$ cat src/rtl/uart_pkt_sched.sv
// uart_pkt_sched: round-robin scheduler sharing one UART TX FIFO between
// several sensor-data requesters. The winning requester's fixed-length payload
// is latched at grant time and serialised as header, source ID, payload and an
// optional checksum into the TX FIFO write port.
//
// Optional feature macro: UART_PKT_SUM_EN
//   defined   -> trailing checksum byte (SUM state), frame = PAYLOAD_BYTES+3
//   undefined -> no checksum, frame = PAYLOAD_BYTES+2
//
// Ports:
//   clk_in        in   clock
//   rst_n         in   asynchronous active-low reset
//   req_in        in   [NUM_REQ-1:0] level request per source
//   payload_in    in   flat payload bus, source i byte k at [(i*PAYLOAD_BYTES+k)*8 +: 8]
//   grant_out     out  [NUM_REQ-1:0] one-hot grant pulse, payload captured on this edge
//   fifo_full_in  in   TX FIFO full flag
//   fifo_wr_en    out  FIFO write strobe, never asserted while fifo_full_in is high
//   fifo_wr_data  out  FIFO write byte
//   busy          out  frame in progress
//
// state   | meaning
// --------+-------------------------------------------------------------
// IDLE    | waiting for a request; arbitrates, grants and latches payload
// HEAD    | emitting HEADER_BYTE
// ID      | emitting ID_BASE + granted index
// PAYLOAD | emitting latched payload byte byte_cnt
// SUM     | emitting the 8-bit checksum (UART_PKT_SUM_EN only)
module uart_pkt_sched #(
    parameter int          DATA_WIDTH    = 8,
    parameter int          NUM_REQ       = 3,
    parameter int          PAYLOAD_BYTES = 6,
    parameter logic [7:0]  HEADER_BYTE   = 8'h55,
    parameter logic [7:0]  ID_BASE       = 8'h50
) (
    input  logic                                      clk_in,
    input  logic                                      rst_n,
    input  logic [NUM_REQ-1:0]                        req_in,
    input  logic [NUM_REQ*PAYLOAD_BYTES*DATA_WIDTH-1:0] payload_in,
    output logic [NUM_REQ-1:0]                        grant_out,
    input  logic                                      fifo_full_in,
    output logic                                      fifo_wr_en,
    output logic [DATA_WIDTH-1:0]                     fifo_wr_data,
    output logic                                      busy
);

    localparam int PTR_W = (NUM_REQ > 1) ? $clog2(NUM_REQ) : 1;
    localparam int CNT_W = $clog2(PAYLOAD_BYTES + 1);
    localparam int PL_W  = PAYLOAD_BYTES * DATA_WIDTH;

    typedef enum logic [2:0] {
        S_IDLE    = 3'd0,
        S_HEAD    = 3'd1,
        S_ID      = 3'd2,
        S_PAYLOAD = 3'd3,
        S_SUM     = 3'd4
    } state_t;

    state_t                  state_q, state_d;
    logic [PTR_W-1:0]        ptr_q, ptr_d;
    logic [PTR_W-1:0]        id_q, id_d;
    logic [CNT_W-1:0]        byte_cnt_q, byte_cnt_d;
    logic [PL_W-1:0]         payload_q, payload_d;
`ifdef UART_PKT_SUM_EN
    logic [DATA_WIDTH-1:0]   sum_q, sum_d;
`endif

    logic [NUM_REQ-1:0]      req_rot;
    logic                    win_found;
    logic [PTR_W-1:0]        win_idx;
    logic [PL_W-1:0]         win_payload;
    logic [DATA_WIDTH-1:0]   cur_byte;
    logic                    wr_ok;

    // Rotate the request vector so bit 0 is the source at ptr; the first set
    // bit then gives the round-robin offset from ptr.
    always_comb begin
        req_rot   = NUM_REQ'({req_in, req_in} >> ptr_q);
        win_found = 1'b0;
        win_idx   = '0;
        for (int off = 0; off < NUM_REQ; off++) begin
            if (!win_found && req_rot[off]) begin
                win_found = 1'b1;
                win_idx   = PTR_W'((int'(ptr_q) + off) % NUM_REQ);
            end
        end
    end

    always_comb begin
        win_payload = '0;
        for (int s = 0; s < NUM_REQ; s++) begin
            if (win_idx == PTR_W'(s)) begin
                win_payload = payload_in[s*PL_W +: PL_W];
            end
        end
    end

    always_comb begin
        cur_byte = '0;
        for (int k = 0; k < PAYLOAD_BYTES; k++) begin
            if (byte_cnt_q == CNT_W'(k)) begin
                cur_byte = payload_q[k*DATA_WIDTH +: DATA_WIDTH];
            end
        end
    end

    // Grant is a combinational IDLE-cycle pulse, gated by rst_n so it is
    // silent throughout reset.
    always_comb begin
        grant_out = '0;
        for (int s = 0; s < NUM_REQ; s++) begin
            grant_out[s] = rst_n && (state_q == S_IDLE) && win_found
                           && (win_idx == PTR_W'(s));
        end
    end

    assign wr_ok = !fifo_full_in;
    assign busy  = (state_q != S_IDLE);

    always_comb begin
        state_d      = state_q;
        ptr_d        = ptr_q;
        id_d         = id_q;
        byte_cnt_d   = byte_cnt_q;
        payload_d    = payload_q;
`ifdef UART_PKT_SUM_EN
        sum_d        = sum_q;
`endif
        fifo_wr_en   = 1'b0;
        fifo_wr_data = '0;

        case (state_q)
            S_IDLE: begin
                if (win_found) begin
                    state_d    = S_HEAD;
                    ptr_d      = PTR_W'((int'(win_idx) + 1) % NUM_REQ);
                    id_d       = win_idx;
                    byte_cnt_d = '0;
                    payload_d  = win_payload;
`ifdef UART_PKT_SUM_EN
                    sum_d      = HEADER_BYTE + ID_BASE + DATA_WIDTH'(win_idx);
`endif
                end
            end
            S_HEAD: begin
                fifo_wr_en   = wr_ok;
                fifo_wr_data = HEADER_BYTE;
                if (wr_ok) begin
                    state_d = S_ID;
                end
            end
            S_ID: begin
                fifo_wr_en   = wr_ok;
                fifo_wr_data = ID_BASE + DATA_WIDTH'(id_q);
                if (wr_ok) begin
                    state_d = S_PAYLOAD;
                end
            end
            S_PAYLOAD: begin
                fifo_wr_en   = wr_ok;
                fifo_wr_data = cur_byte;
                if (wr_ok) begin
`ifdef UART_PKT_SUM_EN
                    sum_d = sum_q + cur_byte;
`endif
                    if (byte_cnt_q == CNT_W'(PAYLOAD_BYTES - 1)) begin
                        byte_cnt_d = '0;
`ifdef UART_PKT_SUM_EN
                        state_d    = S_SUM;
`else
                        state_d    = S_IDLE;
`endif
                    end else begin
                        byte_cnt_d = byte_cnt_q + CNT_W'(1);
                    end
                end
            end
`ifdef UART_PKT_SUM_EN
            S_SUM: begin
                fifo_wr_en   = wr_ok;
                fifo_wr_data = sum_q;
                if (wr_ok) begin
                    state_d = S_IDLE;
                end
            end
`endif
            default: begin
                state_d = S_IDLE;
            end
        endcase
    end

    always_ff @(posedge clk_in or negedge rst_n) begin
        if (!rst_n) begin
            state_q    <= S_IDLE;
            ptr_q      <= '0;
            id_q       <= '0;
            byte_cnt_q <= '0;
            payload_q  <= '0;
`ifdef UART_PKT_SUM_EN
            sum_q      <= '0;
`endif
        end else begin
            state_q    <= state_d;
            ptr_q      <= ptr_d;
            id_q       <= id_d;
            byte_cnt_q <= byte_cnt_d;
            payload_q  <= payload_d;
`ifdef UART_PKT_SUM_EN
            sum_q      <= sum_d;
`endif
        end
    end

endmodule

$ cat config.mk
export PLATFORM = sky130hd
export DESIGN_NAME = uart_pkt_sched
export DESIGN_NICKNAME = d
export VERILOG_FILES = /design/src/rtl/uart_pkt_sched.sv
export SDC_FILE = /design/constraint.sdc
export NUM_CORES = 1
export LEC_CHECK = 0
export ABC_AREA = 1
export CAP_MARGIN = 0
export CELL_PAD_IN_SITES_DETAIL_PLACEMENT = 1
export CELL_PAD_IN_SITES_GLOBAL_PLACEMENT = 2
export CORE_MARGIN = 2
export CORE_UTILIZATION = 25
export CTS_BUF_LIST = sky130_fd_sc_hd__clkbuf_8
export DETAILED_ROUTE_END_ITERATION = 10
export GPL_TIMING_DRIVEN = 0
export PLACE_DENSITY = 0.95
export SYNTH_ARGS = -nofsm -noshare
export SYNTH_HDL_FRONTEND = slang
export SYNTH_SLANG_ARGS = --single-unit
$ cat constraint.sdc
create_clock -name clk_in -period 5.11 [get_ports clk_in]
set_input_delay 0.7665 -clock clk_in [delete_from_list [all_inputs] [get_ports clk_in]]
set_output_delay 0.7665 -clock clk_in [all_outputs]
set_load 0.01 [all_outputs]
==> metrics.md <==
| Metric | Value |
|---|---|
| Port Buf Inserts | `162` |
| Netlist cell types | `30` |
| Post-synthesis sequential area ratio | `approximately 36%` |
| RSZ-0062 raised after global routing | `false` |
| Core area | `around 16,000 sq um` |
| Fmax achieved | `roughly 0.22 GHz` |
| Die H | `130 microns` |
| CP Class | `in2out` |
| Yosys top cell area share | `35.8%` |
| Most frequent cell on the critical path | `nor2_1` |
| Slew at the pin closest to its max-slew limit | `between 0.7 and 0.8 ns` |
| Initial antenna violation count | `0` |
| Post-synth top area cell | `dfrtp_1` |
| Maximum single-stage delay on the critical path | `0.55 ns` |
| Worst R2R Start | `ptr_q[0]$_DFFE_PN0P_` |
| Non-filler cells, final | `just under 1k` |
| Vias in the first global route | `approximately 4.7k` |
| Pre-antenna DRT Iters | `4` |
| FF+latch count, synth | `57` |
| Share of post-route cells with drive strength above 1 | `5.75%` |
| Slew Limit Fails | `0` |
| DRT iter0 DRCs | `approximately 250` |
| Synth top area cells | `dfrtp_1 (36%), nand2_1 (21%), a22oi_1 (9.0%)` |
| Reg area | `about 1400 sq um` |
| Crit path depth | `13` |
| Htree depth | `3` |
| # setup viols final | `0` |
| RD Place Congestion | `about 0.79` |
| Clock skew | `0.00558 ns` |
| Final Net Count | `approximately 920` |
| Register-to-register path setup slack | `approximately 1.8 ns` |
| Vias per inst | `roughly 4.6` |
| CP required | `~4.3 ns` |
| GRT Resource Usage Total | `~18%` |
| Fill cells | `~2k` |
| Synthesized area | `3990 sq um` |
| Largest net degree at the start of global routing | `31` |
| CP top delay family | `buffers and inverters` |
| Pleak | `2.65 nW` |
| First-pass GRT wire length | `23.5 mm` |
| Dpl cell area | `5900 sq um` |
| Layout Cell Area excl Fill | `between 6000 and 7000 sq um` |
| Reg clk slew, reported paths | `roughly 0.06 ns` |
| Diodes inserted | `0` |
| End of the critical path | `grant_out[1]` |
| CP max FO | `19` |
| Maximum VDD drop | `~0.21 mV` |
| CP Cell Sequence | `clkdlybuf4s50_1, inv_1, o211ai_1, nand2_2, nand3_1, nor2_1, nor2_1, ha_1, clkbuf_1, buf_2, inv_1, nor2_1, clkdlybuf4s50_1` |
| Status | `finished clean` |
| Final wirelength | `between 10 and 15 mm` |
| Worst Reg2Reg Path Length in Cells | `14` |
| Cells after synthesis | `a little under 600` |
| Die Wd | `roughly 130 microns` |
| Worst EP arrival | `between 3 and 4 ns` |
| Hold violation count in the final report | `0` |
| Yosys warns | `0` |
| IO Pins | `roughly 160` |
| Worst-Skew Late Latency | `around 0.34 ns` |
| Post-route setup TNS | `0 ns` |
| Congestion Overflow GR | `0` |
| Critical Path Start Type | `input pin` |
| WL/cell | `around 15 microns` |
| Fin crit share | `90.3%` |
| Crit path from | `req_in[2]` |
| Avg Inst Size Synth | `around 6.8 sq um` |
| CTS tree | `done` |
| Cell Rows | `46` |
| Mapped Nets | `750` |
| Die ar. | `between 15,000 and 20,000 sq um` |
| Cts bufs inserted | `9` |
| P&R area growth vs syn | `52.0%` |
| Quantity of hold-fixing buffers added after cts | `0` |
| Number of max-cap violations | `0` |
| Root Buffer | `clkbuf_8` |
| Minimum clock period | `around 4.6 ns` |
| Reg-to-Reg End | `payload_q[2]$_DFFE_PN0P_` |
| PnR worst setup slack | `about 0.5 ns` |
| Slowest-stage cell, CP | `clkdlybuf4s50_1` |
| DRC | `0` |
| DP Wirelength | `11.9 mm` |
| Power per Cell Area | `611 nW/um^2` |
| DRT antenna net count | `0` |
| Multi-input gate area | `about 2200 sq um` |
| Worst Hold Class | `in2async` |
| Worst slew margin | `51.6%` |
| Initial Util | `~25%` |
| Clk buf depth | `2` |
| Buf/Inv on CP | `6` |
| Via count | `4,537` |
| Pre-CTS WS | `between 0.1 and 0.15 ns` |
| Clk sinks | `57` |
| DP Cell Count | `between 900 and 1k` |
| CP Capture Type | `output pin` |
routing by layer:
metal	routed length, microns	track usage, %	up-vias
li1	-	-	2306
met1	6850	24.2	2107
met2	6940	29.3	110
met3	611	2.21	14
met4	253	5.31	0
met5	0	0	-
final cells by class:
cell class              instances  area share (%)
plain buffers                  35            2.85
clock buffers                  10            2.27
clock inverters                 6           0.578
inverters                      46            2.89
multi-input cells             448            36.5
flip-flops and latches         57            23.5
well taps                     216            4.46
repair buffers                163            27.0
cells in the final DEF, fill, tap and decap left out, drive strengths merged:
| master | count |
|---|---|
| a211oi | 1 |
| a21oi | 22 |
| a22oi | 48 |
| a31oi | 1 |
| buf | 20 |
| clkbuf | 27 |
| clkdlybuf4s50 | 161 |
| clkinv | 5 |
| clkinvlp | 1 |
| dfrtp | 57 |
| ha | 13 |
| inv | 46 |
| nand2 | 224 |
| nand3 | 17 |
| nand4 | 3 |
| nor2 | 22 |
| nor3 | 1 |
| o2111ai | 3 |
| o211ai | 2 |
| o21ai | 89 |
| o31a | 1 |
| or2 | 1 |
metrics by stage:
step           util, %  hold slack (ns)  total power [W]
2_1_floorplan        -            0.444          0.00245
3_3_place_gp      37.4            0.470          0.00333
3_5_place_dp      37.5            0.470          0.00339
4_1_cts           38.6            0.488          0.00377
5_1_grt           38.6            0.507          0.00413
6_report          38.6            0.476          0.00371
kinds of logic after synthesis:
| group | Yosys count | synth area share [%] |
|---|---|---|
| simple gates | 268 | 26.6 |
| flops | 57 | 35.8 |
| buf+inv | 82 | 8.81 |
| compound gates | 167 | 24.7 |
| fa+ha+maj | 13 | 4.08 |
worst min path at each step:
stage / from / endpoint / slack, ns
finish: rst_n / state_q[0]$_DFFE_PN0P_ / 0.48
global route: payload_q[17]$_DFFE_PN0P_ / payload_q[17]$_DFFE_PN0P_ / 0.51
CTS: rst_n / state_q[0]$_DFFE_PN0P_ / 0.49
detailed placement: payload_q[9]$_DFFE_PN0P_ / payload_q[9]$_DFFE_PN0P_ / 0.47
global placement: payload_q[43]$_DFFE_PN0P_ / payload_q[43]$_DFFE_PN0P_ / 0.47
floorplan: payload_q[43]$_DFFE_PN0P_ / payload_q[43]$_DFFE_PN0P_ / 0.44
synth_stat cells, drive strengths merged:
library cell and n:
inv 45, o211ai 2, clkinv 1, a22oi 48
buf 19, nor2 22, nand4 3, nor3 1
clkbuf 17, a31oi 1, a211oi 1, nand3 17
nand2 224, o21ai 89, dfrtp 57, ha 13
o31a 1, o2111ai 3, or2 1, a21oi 22
flip-flops by register name, indices dropped and copies added (netlist names):
signal,flops
state_q,2
ptr_q,2
byte_cnt_q,3
id_q,2
payload_q,48
repair_timing:
action,CTS,global route
setup buffers,0,0
resized for setup,0,0
setup endpoints to repair,0,1
where the power goes:
group          leakage (nW)  internal (W)  switching, W
Sequential            0.733      0.000652      0.000113
Clock                0.0932      0.000185      0.000185
Combinational          1.82      0.000928       0.00164
Total                  2.65       0.00177       0.00194
(Power assumes the default switching activity.)
